$ cat src/rtl/delay_monitor_if.sv
// Bundles the monitored pulse input with the status outputs of delay_monitor.
interface delay_monitor_if;
  logic        sig;
  logic        locked;
  logic        early;
  logic        late;
  logic        err;
  logic [15:0] good_cnt;

  modport master (output sig, input locked, early, late, err, good_cnt);
  modport slave  (input sig, output locked, early, late, err, good_cnt);
endinterface

$ cat src/rtl/delay_monitor.sv
// Checks that sig pulses arrive every N+1 clock edges, tracking lock, early/late events and good intervals.
// Optional feature macro DELAY_MON_TOL_EN widens the accepted gap to N+1 +/- TOL.
module delay_monitor #(
  parameter int N     = 400000,
  parameter int CBITS = 19,
  parameter int TOL   = 2
) (
  input  logic           clk,
  input  logic           rst_n,
  delay_monitor_if.slave mon
);

  typedef enum logic [1:0] {IDLE, SYNC, LOCK} state_t;

`ifdef DELAY_MON_TOL_EN
  localparam int TOL_EFF = TOL;
`else
  // exact matching: tolerance collapses to zero
  localparam int TOL_EFF = 0 * TOL;
`endif
  localparam logic [CBITS-1:0] LO = CBITS'(N + 1 - TOL_EFF);
  localparam logic [CBITS-1:0] HI = CBITS'(N + 1 + TOL_EFF);

  logic [1:0]       rsync;
  logic             rst_i_n;
  state_t           state, state_nx;
  logic [CBITS-1:0] gcnt;
  logic             in_win, is_early;
  logic             early_nx, late_nx, good_inc;
  logic             locked_q, early_q, late_q, err_q;
  logic [15:0]      good_q;

  // Asserts immediately, releases two edges after rst_n rises
  always_ff @(posedge clk or negedge rst_n) begin
    if (!rst_n) rsync <= '0;
    else        rsync <= {rsync[0], 1'b1};
  end
  assign rst_i_n = rsync[1];

  always_ff @(posedge clk or negedge rst_i_n) begin
    if (!rst_i_n)      gcnt <= '0;
    else if (mon.sig)  gcnt <= CBITS'(1);
    else if (gcnt != '1) gcnt <= gcnt + 1'b1;
  end

  assign in_win   = (gcnt >= LO) && (gcnt <= HI);
  assign is_early = (gcnt < LO);

  always_ff @(posedge clk or negedge rst_i_n) begin
    if (!rst_i_n) state <= IDLE;
    else          state <= state_nx;
  end

  always_comb begin
    state_nx = state;
    case (state)
      IDLE: if (mon.sig) state_nx = SYNC;
      SYNC, LOCK: begin
        if (mon.sig)         state_nx = in_win ? LOCK : SYNC;
        else if (gcnt == HI) state_nx = IDLE;
      end
      default: state_nx = IDLE;
    endcase
  end

  // Late is only judged outside IDLE, so a saturated gcnt cannot re-fire it
  always_comb begin
    early_nx = 1'b0;
    late_nx  = 1'b0;
    good_inc = 1'b0;
    if (state != IDLE) begin
      if (mon.sig) begin
        if (in_win)        good_inc = 1'b1;
        else if (is_early) early_nx = 1'b1;
      end else if (gcnt == HI) begin
        late_nx = 1'b1;
      end
    end
  end

  always_ff @(posedge clk or negedge rst_i_n) begin
    if (!rst_i_n) begin
      locked_q <= 1'b0;
      early_q  <= 1'b0;
      late_q   <= 1'b0;
      err_q    <= 1'b0;
      good_q   <= '0;
    end else begin
      locked_q <= (state_nx == LOCK);
      early_q  <= early_nx;
      late_q   <= late_nx;
      err_q    <= err_q | early_nx | late_nx;
      if (good_inc && good_q != '1) good_q <= good_q + 16'd1;
    end
  end

  assign mon.locked   = locked_q;
  assign mon.early    = early_q;
  assign mon.late     = late_q;
  assign mon.err      = err_q;
  assign mon.good_cnt = good_q;

endmodule

$ cat src/flat_wrapper.sv
// flat-port wrapper written by rule: the top's interface ports become plain ports
module delay_monitor_flat 
#(
  parameter int N     = 400000,
  parameter int CBITS = 19,
  parameter int TOL   = 2
)
  (clk, rst_n, mon_sig, mon_locked, mon_early, mon_late, mon_err, mon_good_cnt);
  delay_monitor_if mon_i ();
  input  logic clk;
  input  logic rst_n;
  input wire logic [$bits(mon_i.sig)-1:0] mon_sig;
  output wire logic [$bits(mon_i.locked)-1:0] mon_locked;
  output wire logic [$bits(mon_i.early)-1:0] mon_early;
  output wire logic [$bits(mon_i.late)-1:0] mon_late;
  output wire logic [$bits(mon_i.err)-1:0] mon_err;
  output wire logic [$bits(mon_i.good_cnt)-1:0] mon_good_cnt;
  assign mon_i.sig = mon_sig;
  assign mon_locked = mon_i.locked;
  assign mon_early = mon_i.early;
  assign mon_late = mon_i.late;
  assign mon_err = mon_i.err;
  assign mon_good_cnt = mon_i.good_cnt;
  delay_monitor #(.N(N), .CBITS(CBITS), .TOL(TOL)) u_core (.clk(clk), .rst_n(rst_n), .mon(mon_i));
endmodule
$ cat config.mk
export PLATFORM = sky130hd
export DESIGN_NAME = delay_monitor_flat
export DESIGN_NICKNAME = d
export VERILOG_FILES = /design/src/rtl/delay_monitor_if.sv /design/src/rtl/delay_monitor.sv /design/src/flat_wrapper.sv
export SDC_FILE = /design/constraint.sdc
export NUM_CORES = 1
export LEC_CHECK = 0
export ABC_AREA = 1
export CORE_ASPECT_RATIO = 2
export CORE_MARGIN = 2
export CORE_UTILIZATION = 55
export CTS_CLUSTER_DIAMETER = 200
export DETAILED_ROUTE_END_ITERATION = 8
export DONT_BUFFER_PORTS = 1
export PLACE_DENSITY_LB_ADDON = 0.05
export SYNTH_ARGS = -nofsm -noshare
export SYNTH_HDL_FRONTEND = slang
export SYNTH_SLANG_ARGS = --single-unit
$ cat constraint.sdc
create_clock -name clk -period 1.5 [get_ports clk]
set_input_delay 0.3 -clock clk [delete_from_list [all_inputs] [get_ports clk]]
set_output_delay 0.3 -clock clk [all_outputs]
set_load 0.1 [all_outputs]
---- Word-level counts from Yosys, hierarchy flattened ----
Index checks and enable logic that the tools add are counted.
word-level totals
  register bits after elaboration ......... 43
  bits of input ports ..................... 3
  output and inout bits ................... 20
  word-level logic and storage cells ...... 44
cells by class
  add/subtract/negate cells ............... 2
  magnitude comparators ................... 3
  equality and inequality tests ........... 6
  multiplexer cells ....................... 17
  bitwise logic cells ..................... 2
  reductions and logical operators ........ 6
operators by type and width
  kind                     count
  $mux W19                 2
  $add A19 B1 Y19 const B  1
  $eq A19 B19 Y1 const B   1
  $ge A19 B19 Y1 const B   1
  $le A19 B19 Y1 const B   1
  $lt A19 B19 Y1 const B   1
  $ne A19 B19 Y1 const B   1
  $add A16 B1 Y16 const B  1
  $ne A16 B16 Y1 const B   1
  $mux W1                  10
  $mux W2                  4
  $eq A2 B2 Y1 const B     2
  $pmux W2 S2              1
  $reduce_bool A2 Y1       2
  $eq A2 B1 Y1 const B     1
  $logic_and A1 B1 Y1      2
  $logic_not A2 Y1         1
  $or A1 B1 Y1             2
  $reduce_or A2 Y1         1

---- Logic depth before layout (Yosys ltp) ----
  depth after elaboration ................. 7
  depth in mapped cells ................... 10

---- Worst setup path before layout ----
Ideal clock, no wire load.
  path type ............................... register to register
  start ................................... register u_core.good_q[0], in the netlist u_core.mon.good_cnt[0]
  end ..................................... register u_core.good_q[0], in the netlist u_core.mon.good_cnt[0]
  library setup time ...................... 0.159 ns
  data arrival time ....................... 2.075 ns
  required time ........................... 1.341 ns
  path slack .............................. -0.734 ns
  stages on the path, launching flop included .. 7
  buffers on the path ..................... 0
  path through ............................ dfrtp_1 ha_1 nand3_1 inv_1 nand4_1 nand3_1 xnor2_1
between the ends
  word-level cells in the longest chain between the ends .. 2
RTL lines
  element                                                                  RTL line             text
  start, declared                                                          delay_monitor.sv:31  logic [15:0] good_q;
  start signal, assigned                                                   delay_monitor.sv:93  if (good_inc && good_q != '1) good_q <= good_q + 16'd1;
  parallel branches: the longest is 2 deep, another holds $add A16 B1 Y16  -
Parallel ways; which one is timed is not known.
A chain may end at the register's enable or synchronous reset.

---- Final worst setup path ----
  start ................................... register u_core.gcnt[6]
  end ..................................... register u_core.good_q[1], in the netlist u_core.mon.good_cnt[1]
between the ends
  word-level cells in the longest chain between the ends .. 6
RTL lines
  element                                                  RTL line             text
  start, declared                                          delay_monitor.sv:27  logic [CBITS-1:0] gcnt;
  start signal, assigned                                   delay_monitor.sv:43  else if (gcnt != '1) gcnt <= gcnt + 1'b1;
  $ge A19 B19 Y1 / $le A19 B19 Y1 (equally long branches)  delay_monitor.sv:46  assign in_win = (gcnt >= LO) && (gcnt <= HI);
  $logic_and A1 B1 Y1 (*)                                  delay_monitor.sv:46
  $mux W1 (*)                                              delay_monitor.sv:73  if (in_win) good_inc = 1'b1;
  $mux W1 (*)                                              delay_monitor.sv:72  if (mon.sig) begin
  $mux W1 (*)                                              delay_monitor.sv:71  if (state != IDLE) begin
  $logic_and A1 B1 Y1 (*)                                  delay_monitor.sv:93
Every way passes the cells marked *; elsewhere a longest branch is shown, timed or not.

==> key figures <==
Outcome
  • Status: complete, but fails checks
  • Failing checks: negative setup slack

Synthesis
  • Mapped Area: 2720 um^2
  • Syn Area/Cell: 7.00 um^2
  • Number of synthesized register bits: 43
  • Distinct cells, synth: 31
  • Synthesized net count: 396
  • Yosys warning count: 0
  • Sequential area share after synthesis: 0.396
  • Mapped Cells: 388

Clock tree
  • Clock transition at path regs: 0.08 ns
  • Root Driver: clkbuf_8
  • Clk buf depth: 2
  • Clock sink count: 43
  • CTS tree: done
  • Cts bufs inserted: 5
  • H-tree Lvls: 2
  • Clock Latency Late Sink: 0.31 ns

GRT
  • Initial antenna violation count: 0
  • Pin count of the biggest net entering global routing: 25
  • Gr usage total: 0.327
  • Number of global-route vias before repair: 3039
  • GR Overflow Total: 0
  • First-pass GRT wire length: 13000 um

Timing
  • Slew HR: 0.638
  • Fin. max-slew vios: 0
  • Final Worst Setup Slack: -0.200 ns
  • Final setup vio count: 40
  • Period utilization: 1.13
  • RSZ-0062 raised after global routing: yes
  • Final Hold Viols: 0
  • Clk_skew: 0.00841 ns
  • Fmax: 588 MHz
  • Final min period: 1.70 ns
  • Worst-margin pin slew: 0.543 ns

Power and ir drop
  • Leak: 1.98 nW
  • Peak supply drop: 823 uV
  • Pwr per Cell Area: 630 nW/um^2
  • Tot Pwr: 0.00245 W

Worst setup path
  • Data required, critical path: 1.73 ns
  • CP Capture Type: register
  • Critical Setup Path Class: reg -> reg
  • Crit path launch type: register
  • Critical Path Fanout Max: 3
  • Worst path arrival time: 1.93 ns
  • Setup slack, reg-to-reg: -0.20 ns

Layout
  • Fin nets: 494
  • Commonest non-fill, non-tap cell in the layout: nand2_1
  • Commonest cells after routing, fill and taps aside: nand2_1 (105), buf_4 (86), nand3_1 (49)
  • Finished Cell Area: 3880 um^2
  • Layout cells sized above 1: 0.361
  • Layout area overhead: 43.1%
  • Filler cell count: 337
  • # diodes: 0

Floorplan
  • Die X: 53.7 um
  • Die Height: 103 um
  • Initial Util: 0.563
  • Core area: 4820 um^2
  • FP Rows: 36
  • Die area: 5550 um^2
  • I/O Pins: 23

Route
  • Via count: 2998
  • 1st-iter DRT viols: 110
  • WL/cell: 15.9 um
  • Post-Route WL: 8650 um
  • Vias/cell: 5.51
  • Residual DRC count: 0
  • ANT nets after route: 0
  • DR pass1 iterations: 5

Min path
  • Worst Hold Class: in -> reg

Run
  • Max Cap Viol: 0

Placement
  • Routability-driven placement congestion ratio: 0.963
  • Hpwl dp: 6330 um
  • I/O Buffers: 0
  • DP Area: 3480 um^2
==> synth_stat cells, drive strengths merged <==
library cell,number,share of area
nand2,118,0.16
nor2,58,0.088
nand3,57,0.11
inv,49,0.068
dfrtp,43,0.40
nand4,14,0.040
nor3,10,0.023
buf,6,0.013
ha,5,0.023
xor2,5,0.016
or2,4,0.0092
xnor2,4,0.013
a21oi,3,0.0055
o21ai,3,0.0055
o31ai,3,0.0083
nor4,2,0.0046
and2,1,0.0023
conb,1,0.0014
nor3b,1,0.0028
o21bai,1,0.0028
==> cell families after synthesis <==
group | count (synthesis) | share of synthesized area
compound gates | 10 | 0.0221
xor+xnor | 9 | 0.0290
fa+ha+maj | 5 | 0.0230
buf+inv | 55 | 0.0806
flops | 43 | 0.396
other cells | 1 | 0.00138
simple gates | 265 | 0.447
==> state kept, by name, summed over array words and instances (netlist names) <==
register             count
u_core.gcnt             19
u_core.mon.good_cnt     16
u_core.rsync             2
u_core.state             2
u_core.mon.early         1
u_core.mon.err           1
u_core.mon.late          1
u_core.mon.locked        1
==> final cells by class <==
type / count / area [um^2] / area share
sequential: 43 / 1120 / 0.289
inverter: 49 / 184 / 0.0473
tap: 57 / 71.3 / 0.0184
clock buffer: 7 / 86.3 / 0.0222
clock inverter: 1 / 5.00 / 0.00129
multi-input combinational: 290 / 1640 / 0.422
timing repair buffer: 97 / 777 / 0.200
==> timing repair <==
item | in CTS | in global routing
resized for setup | 17 | 43
hold endpoints to repair | 2 | 0
setup buffers | 3 | 4
pin swaps | 6 | 21
hold buffers | 1 | 0
setup endpoints to repair | 41 | 43
==> where the power goes <==
part / switching [W] / total (W) / internal, W / leakage [nW]
Clock: 0.000411 / 0.000783 / 0.000372 / 0.0482
Sequential: 0.0000408 / 0.00123 / 0.00119 / 0.548
Combinational: 0.000282 / 0.000433 / 0.000152 / 1.38
==> per-stage QoR <==
| stage | hold WS (ns) | setup slack, ns | TNS [ns] | std cells | utilization |
|---|---|---|---|---|---|
| after floorplan | 0.00441 | -0.150 | -1.89 | 388 | - |
| after global placement | 0.00445 | -0.288 | -3.12 | 528 | 0.722 |
| after detailed placement | 0.00445 | -0.324 | -5.24 | 528 | 0.722 |
| after CTS | 0.0479 | -0.137 | -3.69 | 540 | 0.763 |
| after global routing | 0.0458 | -0.314 | -8.95 | 544 | 0.806 |
| final | 0.0557 | -0.200 | -5.62 | 544 | 0.806 |
==> critical path, cell delays in order, from the launching register on <==
cell and delay [ns]:
dfrtp_1 0.40, nor2_1 0.25, nand2_1 0.16, nor2_4 0.16, nand2_2 0.08, nor2_4 0.16, nand2_2 0.09, nor2_4 0.15
nor2_1 0.05, nor2_1 0.12
==> final timing paths <==
kind,start,end,cells after the start
worst max-delay path,u_core.gcnt[6],u_core.mon.good_cnt[1],9
worst min-delay path,mon_sig,u_core.gcnt[18],1
worst max register to register,u_core.gcnt[6],u_core.mon.good_cnt[1],9
worst min register to register,u_core.rsync[1],u_core.mon.good_cnt[2],0
max in group asynchronous,u_core.rsync[1],u_core.gcnt[1],1
min in group asynchronous,rst_n,u_core.rsync[1],1
==> per-layer routing <==
| metal | vias to the layer above | share of wire | GRT usage |
|---|---|---|---|
| met5 | - | 0 | 0 |
| met4 | 0 | 0.052 | 0.203 |
| met3 | 29 | 0.023 | 0.0589 |
| met2 | 67 | 0.60 | 0.634 |
| met1 | 1464 | 0.33 | 0.283 |
| li1 | 1438 | - | - |
(Power assumes the default switching activity.)
